`config.mk`:
```
export PLATFORM = sky130hd
export DESIGN_NAME = keypad_bcd_encoder
export DESIGN_NICKNAME = d
export VERILOG_FILES = /design/src/rtl/keypad_bcd_encoder.sv
export SDC_FILE = /design/constraint.sdc
export NUM_CORES = 1
export LEC_CHECK = 0
export CORE_ASPECT_RATIO = 0.6
export CORE_UTILIZATION = 59
export CTS_BUF_LIST = sky130_fd_sc_hd__clkbuf_16
export DETAILED_ROUTE_END_ITERATION = 10
export PLACE_DENSITY_LB_ADDON = 0.1
export SETUP_SLACK_MARGIN = 0.5
export SYNTH_ARGS = -nofsm -noshare
export SYNTH_HDL_FRONTEND = slang
export SYNTH_SLANG_ARGS = --single-unit
export TNS_END_PERCENT = 10
```
`constraint.sdc`:
```
create_clock -name clk_i -period 2.4 [get_ports clk_i]
set_input_delay 0.36 -clock clk_i [delete_from_list [all_inputs] [get_ports clk_i]]
set_output_delay 0.36 -clock clk_i [all_outputs]
set_load 0.03 [all_outputs]
```
`src/rtl/keypad_bcd_encoder.sv`:
```
// keypad_bcd_encoder
//   Collects up to three decimal digits from a keypad scanner as BCD and, on
//   enter, converts the entry to binary with an iterative reverse
//   double-dabble (one shift-and-correct step per cycle, 10 cycles).
//   Results above 255 saturate to 8'hFF and raise overflow_o.
//
// Parameters
//   CLEAR_ON_DONE : 1 = entry zeroed when a conversion completes, 0 = kept.
//
// Build option
//   KEYPAD_BACKSPACE_EN : when defined, key 0xC drops the last digit entered.
//                         When undefined, 0xC is ignored like 0xD-0xF.
//
// Ports
//   clk_i        in   system clock, rising edge
//   rst_ni       in   asynchronous active-low reset
//   key_valid_i  in   key strobe, key_i sampled this cycle
//   key_i[3:0]   in   0-9 digit, A clear, B enter, C backspace, D-F ignored
//   digits_o     out  live entry {hundreds, tens, units}
//   busy_o       out  conversion in progress, keys dropped
//   data_o       out  last converted value, saturated to 8 bits
//   valid_o      out  one-cycle pulse when data_o/overflow_o update
//   overflow_o   out  last conversion exceeded 255

module keypad_bcd_encoder #(
  parameter bit CLEAR_ON_DONE = 1'b1
) (
  input  logic        clk_i,
  input  logic        rst_ni,
  input  logic        key_valid_i,
  input  logic [3:0]  key_i,
  output logic [11:0] digits_o,
  output logic        busy_o,
  output logic [7:0]  data_o,
  output logic        valid_o,
  output logic        overflow_o
);

  localparam logic [1:0] S_IDLE = 2'd0;
  localparam logic [1:0] S_CONV = 2'd1;
  localparam logic [1:0] S_DONE = 2'd2;

  localparam logic [3:0] K_CLEAR = 4'hA;
  localparam logic [3:0] K_ENTER = 4'hB;
  localparam logic [3:0] K_BKSP  = 4'hC;

  logic [1:0]  state;
  logic [1:0]  cnt;
  logic [11:0] work;
  logic [9:0]  acc;
  logic [3:0]  iter;

  logic [21:0] shifted;
  logic [11:0] work_nx;
  logic [9:0]  acc_nx;

  // One reverse double-dabble step: shift the BCD word into the binary
  // accumulator, then undo the "+3" of forward double-dabble on any nibble
  // whose top bit was filled from the digit above (value >= 8).
  always_comb begin
    shifted = {work, acc} >> 1;
    acc_nx  = shifted[9:0];
    work_nx = shifted[21:10];
    for (int i = 0; i < 3; i++) begin
      if (shifted[10 + 4*i +: 4] >= 4'd8)
        work_nx[4*i +: 4] = shifted[10 + 4*i +: 4] - 4'd3;
    end
  end

  assign busy_o = (state != S_IDLE);

  always_ff @(posedge clk_i or negedge rst_ni) begin
    if (!rst_ni) begin
      state      <= S_IDLE;
      cnt        <= 2'd0;
      digits_o   <= 12'h000;
      work       <= 12'h000;
      acc        <= 10'd0;
      iter       <= 4'd0;
      data_o     <= 8'h00;
      valid_o    <= 1'b0;
      overflow_o <= 1'b0;
    end else begin
      valid_o <= 1'b0;
      case (state)
        S_IDLE: begin
          if (key_valid_i) begin
            if (key_i <= 4'd9) begin
              if (cnt != 2'd3) begin
                digits_o <= {digits_o[7:0], key_i};
                cnt      <= cnt + 2'd1;
              end
            end else if (key_i == K_CLEAR) begin
              digits_o   <= 12'h000;
              cnt        <= 2'd0;
              overflow_o <= 1'b0;
            end else if (key_i == K_ENTER) begin
              work  <= digits_o;
              acc   <= 10'd0;
              iter  <= 4'd0;
              state <= S_CONV;
`ifdef KEYPAD_BACKSPACE_EN
            end else if (key_i == K_BKSP) begin
              if (cnt != 2'd0) begin
                digits_o <= {4'h0, digits_o[11:4]};
                cnt      <= cnt - 2'd1;
              end
`endif
            end
          end
        end

        S_CONV: begin
          work <= work_nx;
          acc  <= acc_nx;
          iter <= iter + 4'd1;
          // Last step: publish the result straight from the combinational
          // step so valid_o lands in the DONE cycle.
          if (iter == 4'd9) begin
            state   <= S_DONE;
            valid_o <= 1'b1;
            if (acc_nx > 10'd255) begin
              data_o     <= 8'hFF;
              overflow_o <= 1'b1;
            end else begin
              data_o     <= acc_nx[7:0];
              overflow_o <= 1'b0;
            end
            if (CLEAR_ON_DONE) begin
              digits_o <= 12'h000;
              cnt      <= 2'd0;
            end
          end
        end

        S_DONE:  state <= S_IDLE;

        default: state <= S_IDLE;
      endcase
    end
  end

endmodule

```
# Word-level counts from Yosys, hierarchy flattened

Cells that the tools add are included.

Register bits: 52
Latch bits: 0
Bits in writable memories: 0
Memory bits (read-only): 0
Bits of input ports: 7
Output and inout port bits: 23
Logic and storage cells: 85
Memories: 0

Add/subtract/negate cells: 5
$mul: 0
Divide/modulo/power cells: 0
Magnitude comparators: 5
Equality and inequality tests: 13
Shifts and indexed selects: 0
Multiplexer cells: 45
Bitwise logic cells: 0
Reduce and logical (&&, ||, !) cells: 8

Operator list:

| operator            | number |
|---|---|
| $mux 12             | 9 |
| $pmux 12 s2         | 2 |
| $mux 10             | 4 |
| $mux 4              | 7 |
| $mux 2              | 10 |
| $pmux 10 s2         | 1 |
| $reduce_and 5->1    | 4 |
| $ne 2x2->1 const B  | 7 |
| $eq 4x4->1 const B  | 3 |
| $gt 10x8->1 const B | 1 |
| $ge 4x4->1 const B  | 2 |
| $mux 8              | 1 |
| $pmux 2 s2          | 2 |
| $pmux 4 s2          | 1 |
| $sub 4x2->4 const B | 2 |
| $mux 1              | 7 |
| $ne 3x3->1 const B  | 2 |
| $add 4x1->4 const B | 1 |
| $ge 3x4->1 const B  | 1 |
| $le 4x4->1 const B  | 1 |
| $reduce_bool 2->1   | 2 |
| $sub 3x2->4 const B | 1 |
| $add 2x1->2 const B | 1 |
| $eq 2x1->1 const B  | 1 |
| other kinds (3)     | 3 |

# Longest topological paths before layout

Gate-level depths: netlist of the first run.

Depth after elaboration: 6
Mapped depth: 8
Gate-level depth less buffers: 6

# Worst setup path after synthesis of the first run

No wires, ideal clock.

Path kind: register to register
Start: reg iter[0]
End: reg digits_o[1]
Setup time: 125 ps
Arrival time: 1500 ps
Path slack: 775 ps
Stages on the path, launching flop included: 6
Buffers on the path: 0
Clock period less this slack: 1625 ps
Cells stage by stage: dfrtp_1 -> ha_1 -> and3b_1 -> and2_1 -> o21ai_2 -> mux2_2

Cells in the longest elaborated chain, start to end: 3

RTL lines:

| item                              | line | source |
|---|---|---|
| start: declaration                | 51   | `logic [3:0] iter;` |
| start signal: assignment          | 116  | `iter <= iter + 4'd1;` |
| $eq 4x4->1                        | 119  | `if (iter == 4'd9) begin` |
| $ne 2x2->1 (no source line)       | --   |  |
| $reduce_and 5->1 (no source line) | --   |  |
| end signal: assignment            | 90   | `digits_o <= {digits_o[7:0], key_i};` |
| end: declaration                  | 32   | `output logic [11:0] digits_o,` |

No other way between the ends.
A chain may end at the register's enable or synchronous reset.

# Final worst setup path of the first run

Start: reg iter[0]
End: reg digits_o[3]

Same word-level chain as after synthesis.

==> results of run 1 <==
how the worst max path moves through the flow:
stage	end	slack [ns]	depth (start not counted)
after global routing	data_o[1]	0.45	6
after detailed placement	cnt[0]	0.26	5
after CTS	digits_o[3]	0.51	5
after floorplan	digits_o[1]	0.77	5
final	digits_o[3]	0.54	5
after global placement	cnt[0]	0.38	5
worst max-delay path: stages (launching register included):
cell and delay, ns:
dfrtp_1 0.45, ha_1 0.22, and3b_1 0.23, and2_1 0.23
o21ai_4 0.23, mux2_2 0.37
layout make-up:
| cell class | instances | area share [%] |
|---|---|---|
| Sequential cell | 51 | 45.1 |
| Tap cell | 47 | 2.08 |
| Inverter | 8 | 1.06 |
| Multi-Input combinational cell | 137 | 34.6 |
| Clock inverter | 3 | 1.37 |
| Timing Repair Buffer | 34 | 11.4 |
| Clock buffer | 5 | 4.42 |
per-stage QoR:
step | cells | hold slack, ns | util, %
2_1_floorplan | 207 | 0.0644 | -
3_3_place_gp | 277 | 0.486 | 71.0
3_5_place_dp | 277 | 0.500 | 71.0
4_1_cts | 285 | 0.197 | 75.4
5_1_grt | 285 | 0.245 | 75.6
6_report | 285 | 0.171 | 75.6
timing repair:
action / in CTS / in global routing
cloned: 0 / 0
setup endpoints to repair: 1 / 19
resized for setup: 2 / 2
logic make-up after synthesis:
group | count (synthesis)
mux | 9
flops | 51
fa+ha+maj | 7
buf+inv | 19
xor+xnor | 4
compound gates | 65
simple gates | 52
flip-flops by register name, indices dropped and copies added, names as in the netlist:
signal	flops
digits_o	12
acc	9
valid_o	1
work	12
state	2
cnt	2
overflow_o	1
iter	4
data_o	8
per-layer routing:
layer,vias to the layer above,track usage (%)
li1,810,-
met1,884,41.7
met2,78,42.9
met3,7,5.82
met4,0,12.1
met5,-,0
cell usage in the layout (no fill, tap or decap), types with 3 or more instances in the layout:
master / count
mux2i_1: 4
nor3_1: 4
o22ai_1: 3
a31oi_1: 4
a21oi_1: 14
inv_1: 8
xnor2_1: 4
clkdlybuf4s50_1: 27
buf_4: 5
dfrtp_1: 50
mux2_2: 5
and2_1: 3
a22o_1: 21
o21ai_0: 5
nand2_1: 5
nor2_1: 23
ha_1: 7
o31ai_1: 3
nand2b_1: 5
clkbuf_16: 5
power by group through the flow:
stage	registers, W	logic (W)	clock network [W]
floorplan	0.00175	0.000886	0
global placement	0.00157	0.00158	0
detailed placement	0.00160	0.00166	0
CTS	0.00159	0.00167	0.000797
global route	0.00164	0.00181	0.000824
finish	0.00160	0.00168	0.000791
==> results.toml, run 1 <==
[routing]
drt-wirelength-per-cell_um = 19.5
wl_met1_um = 2490
detail_route.iter0.violations = 128
drcViolationCount = 0
wirelength_um = 5550
firstDrtPassIters = 4
wl_met2_um = 2520
met3_length_um = 467
num_vias = 1779
routed_via_density = 6.24
highest_layer = "met4"
ant_nets = 0

[power]
p_sw_w = 0.00162
finalPower_w = 0.00407
seqPwrFrac_pct = 39.3
p_per_area_nw_per_um2 = 1440
combPwrFrac_pct = 41.3
clkPwrFrac_pct = 19.4
ir_drop_mv = 0.834
internal_power_w = 0.00245
p_leak_nw = 1.28
p_sw_share_pct = 39.8

[critical_path]
rr_endpoint = "digits_o[3]"
required_ns = 2.57
cp_max_fo = 5
critPathKind = "flop to flop"
start_kind = "flop"
r2r_setup_slack_ns = 0.54
worstPathArrival_ns = 2.03
setup.worst_path.start = "iter[0]"
crit-reg2reg-launch = "iter[0]"
critPathCaptureType = "flop"
rr_worst_depth = 5

[timing]
max_freq_mhz = 537
layout_min_cycle_time_ns = 1.86
max_slew_margin_pct = 58.0
rsz0062_at_grt = "true"
fin_ws_ns = 0.539
finalHoldViolCount = 0
setup_tns_ns = 0
post-route-period-util_pct = 77.5
tightest_slew_ns = 0.631
report.final.slew_viol_count = 0
finClkSkew_ns = 0.00785
setup_viol = 0

[flow_run]
cap_violations = 0

[die]
die_w_um = 83.5
die_y_um = 50.9
io_pins = 30
rows = 17
start_util_pct = 62.8
core_area_um2 = 3740
die_area_um2 = 4250

[logic_synthesis]
syn_avg_cell_area_um2 = 11.4
yosys-top-cells-count = "dfrtp_1, nor2_1, a22o_1"
synth_area_leaders = "dfrtp_1, a22o_1, ha_1"
ys.warnings.count = 0
yosys.area_share.xor_xnor_pct = 1.49
synthSimpleGateAreaFrac_pct = 11.4
synth_compound_area_share_pct = 20.5
synth_edf_count = 0
synth_adder_area_share_pct = 3.72
synth_top_family_by_area = "compound AO/OA/AOI/OAI gates"
synth.largest_area_cell = "dfrtp_1"
synth-seq-cells = 51
synth-main-ff-cell = "dfrtp_1"
syn_inst = 207
async_reset_ff_share_pct = 100
netlist_area_um2 = 2350
synth_mux_area_share_pct = 4.10
synth_top_area_share_pct = 54.3
synth.most_common_cell = "dfrtp_1"
syn-num-nets = 221
ys_seq_area_share_pct = 54.3
synth.distinct_cells = 42

[run_status]
run_status = "finished clean"

[grt]
grt_pass1_vias = 1686
antenna_found_initial = 0
grt_pass1_wl_um = 8940
grt_max_degree = 52
grt_overflow = 0
grt_use_total_pct = 28.8

[placed_design]
gp_congestion = 0.899
io_buffers = 29
dp_hpwl_um = 3940
place_area_um2 = 2660
post-place-ws_ns = 0.257

[clocking]
cts_hold_buf = 0
htree_levels = 2
clkTransAtPathRegs_ns = 0.07
post_cts_buffers = 0
clock_path_buffers = 2
root_buffer = "clkbuf_16"
cts_tree = "yes"
clk_latency_ns = 0.29
cts.sink_count = 51
cts_made_buffers = 5

[layout]
stdcell_area_um2 = 2830
multi_input_area_um2 = 978
regArea_um2 = 1280
antenna_cells = 0
fin_nets = 251
nFillCells = 246
syn_to_final_growth_pct = 20.3
drive_gt1_share_pct = 10.5

[hold_path]
hp-class = "input pin to async pin"
(Power assumes the default switching activity.)
==> run 2: changes to the inputs <==
CORE_UTILIZATION = 49   (was 59)
clock period = 1.7 ns   (was 2.4 ns; I/O delays follow)
==> results.toml, run 2 (synthesis gave the netlist of run 1 again) <==
[timing]
layout_min_cycle_time_ns = 1.65
rsz0062_at_grt = "true"
max_freq_mhz = 605
max_slew_margin_pct = 77.4
report.final.slew_viol_count = 0
post-route-period-util_pct = 97.3
finClkSkew_ns = 0.00289
finalHoldViolCount = 0
fin_hold_ws_ns = 0.499
setup_viol = 0
setup_tns_ns = 0
tightest_slew_ns = 0.339

[power]
ir_drop_mv = 0.902
p_sw_w = 0.00229
internal_power_w = 0.00370
seqPwrFrac_pct = 36.9
p_sw_share_pct = 38.3
p_per_area_nw_per_um2 = 1900
p_leak_nw = 1.47
finalPower_w = 0.00599
combPwrFrac_pct = 44.3
clkPwrFrac_pct = 18.8

[clocking]
cts_tree = "yes"
clock_path_buffers = 2
root_buffer = "clkbuf_16"
cts_made_buffers = 5
cts.sink_count = 51
htree_levels = 2
clkTransAtPathRegs_ns = 0.07
clk_latency_ns = 0.29

[routing]
wl_met1_um = 2870
firstDrtPassIters = 4
routed_via_density = 5.69
detail_route.iter0.violations = 156
num_vias = 1885
ant_nets = 0
drcViolationCount = 0
highest_layer = "met4"
wirelength_um = 5600
wl_met2_um = 2420
drt-wirelength-per-cell_um = 16.9
met3_length_um = 236

[die]
die_w_um = 91.4
die_y_um = 55.7
rows = 19
core_area_um2 = 4590
start_util_pct = 51.3
io_pins = 30
die_area_um2 = 5090

[critical_path]
critPathCaptureType = "output pin"
worstPathArrival_ns = 1.40
critPathKind = "flop to output pin"
crit_buf_inv = 1
r2r_setup_slack_ns = 0.06
cp_slowest_cell = "clkdlybuf4s50_1"
critPathTopFamily = "buffers and inverters"
required_ns = 1.44
crit_path_max_incr_delay_ns = 0.70
worstPathCellList = "clkdlybuf4s50_1"
start_kind = "flop"
cp_max_fo = 4

[placed_design]
io_buffers = 29
dp_hpwl_um = 3930
gp_congestion = 0.854
place_area_um2 = 2950

[grt]
grt_pass1_wl_um = 8890
antenna_found_initial = 0
grt_pass1_vias = 1781
grt_use_total_pct = 23.1
grt_max_degree = 52
grt_overflow = 0

[layout]
stdcell_area_um2 = 3150
fin_nets = 282
syn_to_final_growth_pct = 33.8
drive_gt1_share_pct = 22.8
largestRegisters = "digits_o: 12 flops, work: 12 flops, acc: 9 flops"
final_cell_mix = "dfrtp_1, buf_4, clkdlybuf4s50_1, nor2_1, a22o_1"
nFillCells = 340
utilization_pct = 68.6
final_common_cell = "dfrtp_1"
antenna_cells = 0

[hold_path]
hp-class = "input pin to async pin"

[flow_run]
cap_violations = 0

[run_status]
run_status = "finished clean"
run 2: cell count changes in the layout (fill, tap and decap cells not counted), sizes merged:
cell,delta
dlygate4sd3,+1
clkdlybuf4s50,-4
clkinv,-2
clkdlybuf4s18,+1
dlymetal6s2s,+1
clkinvlp,+1
buf,+32
run 2: timing repair:
action	CTS	global route
setup buffers	2	1
setup endpoints to repair	73	73
hold buffers	1	0
endpoints found under the hold margin	51	0
gates resized for setup	16	5
run 2: stage by stage:
| step | cells | worst slack [ns] |
|---|---|---|
| after floorplan | 207 | 0.164 |
| after CTS | 330 | 0.0433 |
| after global placement | 320 | -0.205 |
| final | 331 | 0.0465 |
| after detailed placement | 320 | -0.236 |
| after global routing | 331 | 0.0108 |
run 2: layer usage:
| layer | GRT usage, % | vias to the layer above |
|---|---|---|
| li1 | - | 878 |
| met5 | 0 | - |
| met3 | 4.64 | 8 |
| met4 | 8.16 | 0 |
| met1 | 35.0 | 951 |
| met2 | 32.8 | 48 |
run 2: power by group through the flow:
stage                     clock [W]  combinational [W]  sequential (W)
after floorplan                   0            0.00129         0.00248
after detailed placement          0            0.00262         0.00222
final                       0.00113            0.00265         0.00221
after CTS                   0.00114            0.00265         0.00221
after global placement            0            0.00254         0.00218
after global routing        0.00118            0.00285         0.00227
run 2: layout make-up:
cell class                      count  area (um^2)  area share, %
Timing Repair Buffer               65          599           19.0
Inverter                            8         30.0          0.954
Clock buffer                        5          125           3.97
Clock inverter                      2         37.5           1.19
Tap cell                           63         78.8           2.50
Sequential cell                    51         1280           40.6
Multi-Input combinational cell    137         1000           31.8
run 2: final timing paths:
kind                        startpoint           to  depth (start not counted)
setup / recovery           digits_o[7]  digits_o[7]                          1
hold / removal                  rst_ni      valid_o                          3
setup reg to reg               iter[0]  digits_o[1]                          5
hold reg to reg                 acc[1]       acc[1]                          1
max in group asynchronous       rst_ni     state[0]                          3
min in group clk_i              acc[1]       acc[1]                          1
==> run 3: changes to the inputs <==
CORE_UTILIZATION = 54   (was 49)
CTS_CLUSTER_SIZE = 28   (was default)
SKIP_CTS_REPAIR_TIMING = 1   (was default)
clock period = 1.8 ns   (was 1.7 ns; I/O delays follow)
==> results.toml, run 3 (synthesis gave the netlist of run 1 again) <==
[timing]
post-route-period-util_pct = 93.7
report.final.slew_viol_count = 0
tightest_slew_ns = 0.433
layout_min_cycle_time_ns = 1.69
fin_ws_ns = 0.114
max_slew_margin_pct = 71.2
max_freq_mhz = 593
setup_viol = 0
rsz0062_at_grt = "true"
fin_hold_ws_ns = 0.398
finalHoldViolCount = 0
finClkSkew_ns = 0.00336

[critical_path]
cp_slowest_cell = "dfrtp_1"
critPathKind = "flop to flop"
critPathTopFamily = "simple AND/OR/NAND/NOR gates"
crit_buf_inv = 1
start_kind = "flop"
worstPathCellList = "inv_1 -> ha_2 -> and3b_1 -> and2_4 -> o21ai_4 -> mux2_4"
crit_path_max_incr_delay_ns = 0.37
cp_max_fo = 6
critPathCaptureType = "flop"
worstPathArrival_ns = 1.85
required_ns = 1.97

[routing]
num_vias = 1856
drcViolationCount = 0
routed_via_density = 5.80
wirelength_um = 5620
ant_nets = 0
firstDrtPassIters = 5
detail_route.iter0.violations = 93
drt-wirelength-per-cell_um = 17.6

[clocking]
clock_path_buffers = 2
clkTransAtPathRegs_ns = 0.06
cts_made_buffers = 5
clk_latency_ns = 0.28
cts.sink_count = 51
root_buffer = "clkbuf_16"
htree_levels = 2
cts_tree = "yes"

[die]
rows = 18
die_area_um2 = 4630
die_w_um = 87.2
start_util_pct = 56.8
die_y_um = 53.1
core_area_um2 = 4140
io_pins = 30

[layout]
final_cell_mix = "dfrtp_1, clkdlybuf4s50_1, buf_4, nor2_1, a22o_1"
fin_nets = 274
antenna_cells = 0
drive_gt1_share_pct = 19.2
final_common_cell = "dfrtp_1"
final_cells = 320
syn_to_final_growth_pct = 30.4
stdcell_area_um2 = 3070
nFillCells = 294
utilization_pct = 74.0
largestRegisters = "digits_o: 12 flops, work: 12 flops, acc: 9 flops"

[placed_design]
gp_congestion = 0.845
place_area_um2 = 2890
dp_hpwl_um = 4110
dp_cells = 310
post-place-ws_ns = -0.185
io_buffers = 29

[grt]
use_met1_pct = 39.7
grt_pass1_wl_um = 9170
grt_use_met2_pct = 43.3
grt_max_degree = 43
grt_overflow = 0
grt_use_total_pct = 27.6
grt_pass1_vias = 1800
met3_usage_pct = 5.15
antenna_found_initial = 0
grt_busiest_layer = "met2"

[hold_path]
hp-class = "input pin to async pin"

[power]
p_per_area_nw_per_um2 = 1780
p_leak_nw = 1.43
ir_drop_mv = 1.18

[flow_run]
cap_violations = 0

[run_status]
run_status = "finished clean"
## run 3: changes by cell type in the layout (fill, tap and decap cells not counted), sizes merged
cell,change
bufinv,-1
clkdlybuf4s50,+3
dlymetal6s2s,+1
clkinv,+2
buf,-10
clkinvlp,-1
dlygate4sd2,-1
clkdlybuf4s18,-1
## run 3: final timing paths
kind	start	end	slack, ns	cells after the start
worst max-delay path	iter[1]	digits_o[1]	0.11	6
worst min-delay path	rst_ni	state[0]	0.40	2
worst max register to register	iter[1]	digits_o[1]	0.11	6
worst min register to register	work[11]	work[11]	0.50	1
max in group asynchronous	rst_ni	digits_o[6]	0.89	3
min in group clk_i	work[11]	work[11]	0.50	1
## run 3: worst reg2reg max path, stage by stage (launching register included)
cell and delay (ns):
dfrtp_1 0.37, inv_1 0.05, ha_2 0.16, and3b_1 0.21
and2_4 0.18, o21ai_4 0.25, mux2_4 0.35
## run 3: cell type report
cell class	instances	area (um^2)	share of cell area (%)
tap	60	75.1	2.45
inverter	8	30.0	0.979
timing repair buffer	57	541	17.6
clock buffer	5	125	4.08
sequential	51	1280	41.6
multi-input combinational	137	1010	32.8
clock inverter	2	13.8	0.449
## run 3: metal layers
layer,vias to the layer above,part of all wire [%],routed length [um]
met5,-,0,0
li1,858,-,-
met1,931,47,2640
met4,0,1.2,65
met2,60,45,2530
met3,7,6.8,382
## run 3: stage by stage
step                power, W  TNS [ns]
CTS                  0.00543    -0.143
global placement     0.00438    -0.822
floorplan            0.00356         0
finish               0.00545         0
detailed placement   0.00450     -3.28
global route         0.00578         0
## run 3: where the power goes
group	leakage, nW	switching (W)	internal [W]
Combinational	0.745	0.00131	0.00116
Clock	0.0696	0.000397	0.000507
Sequential	0.613	0.000447	0.00163
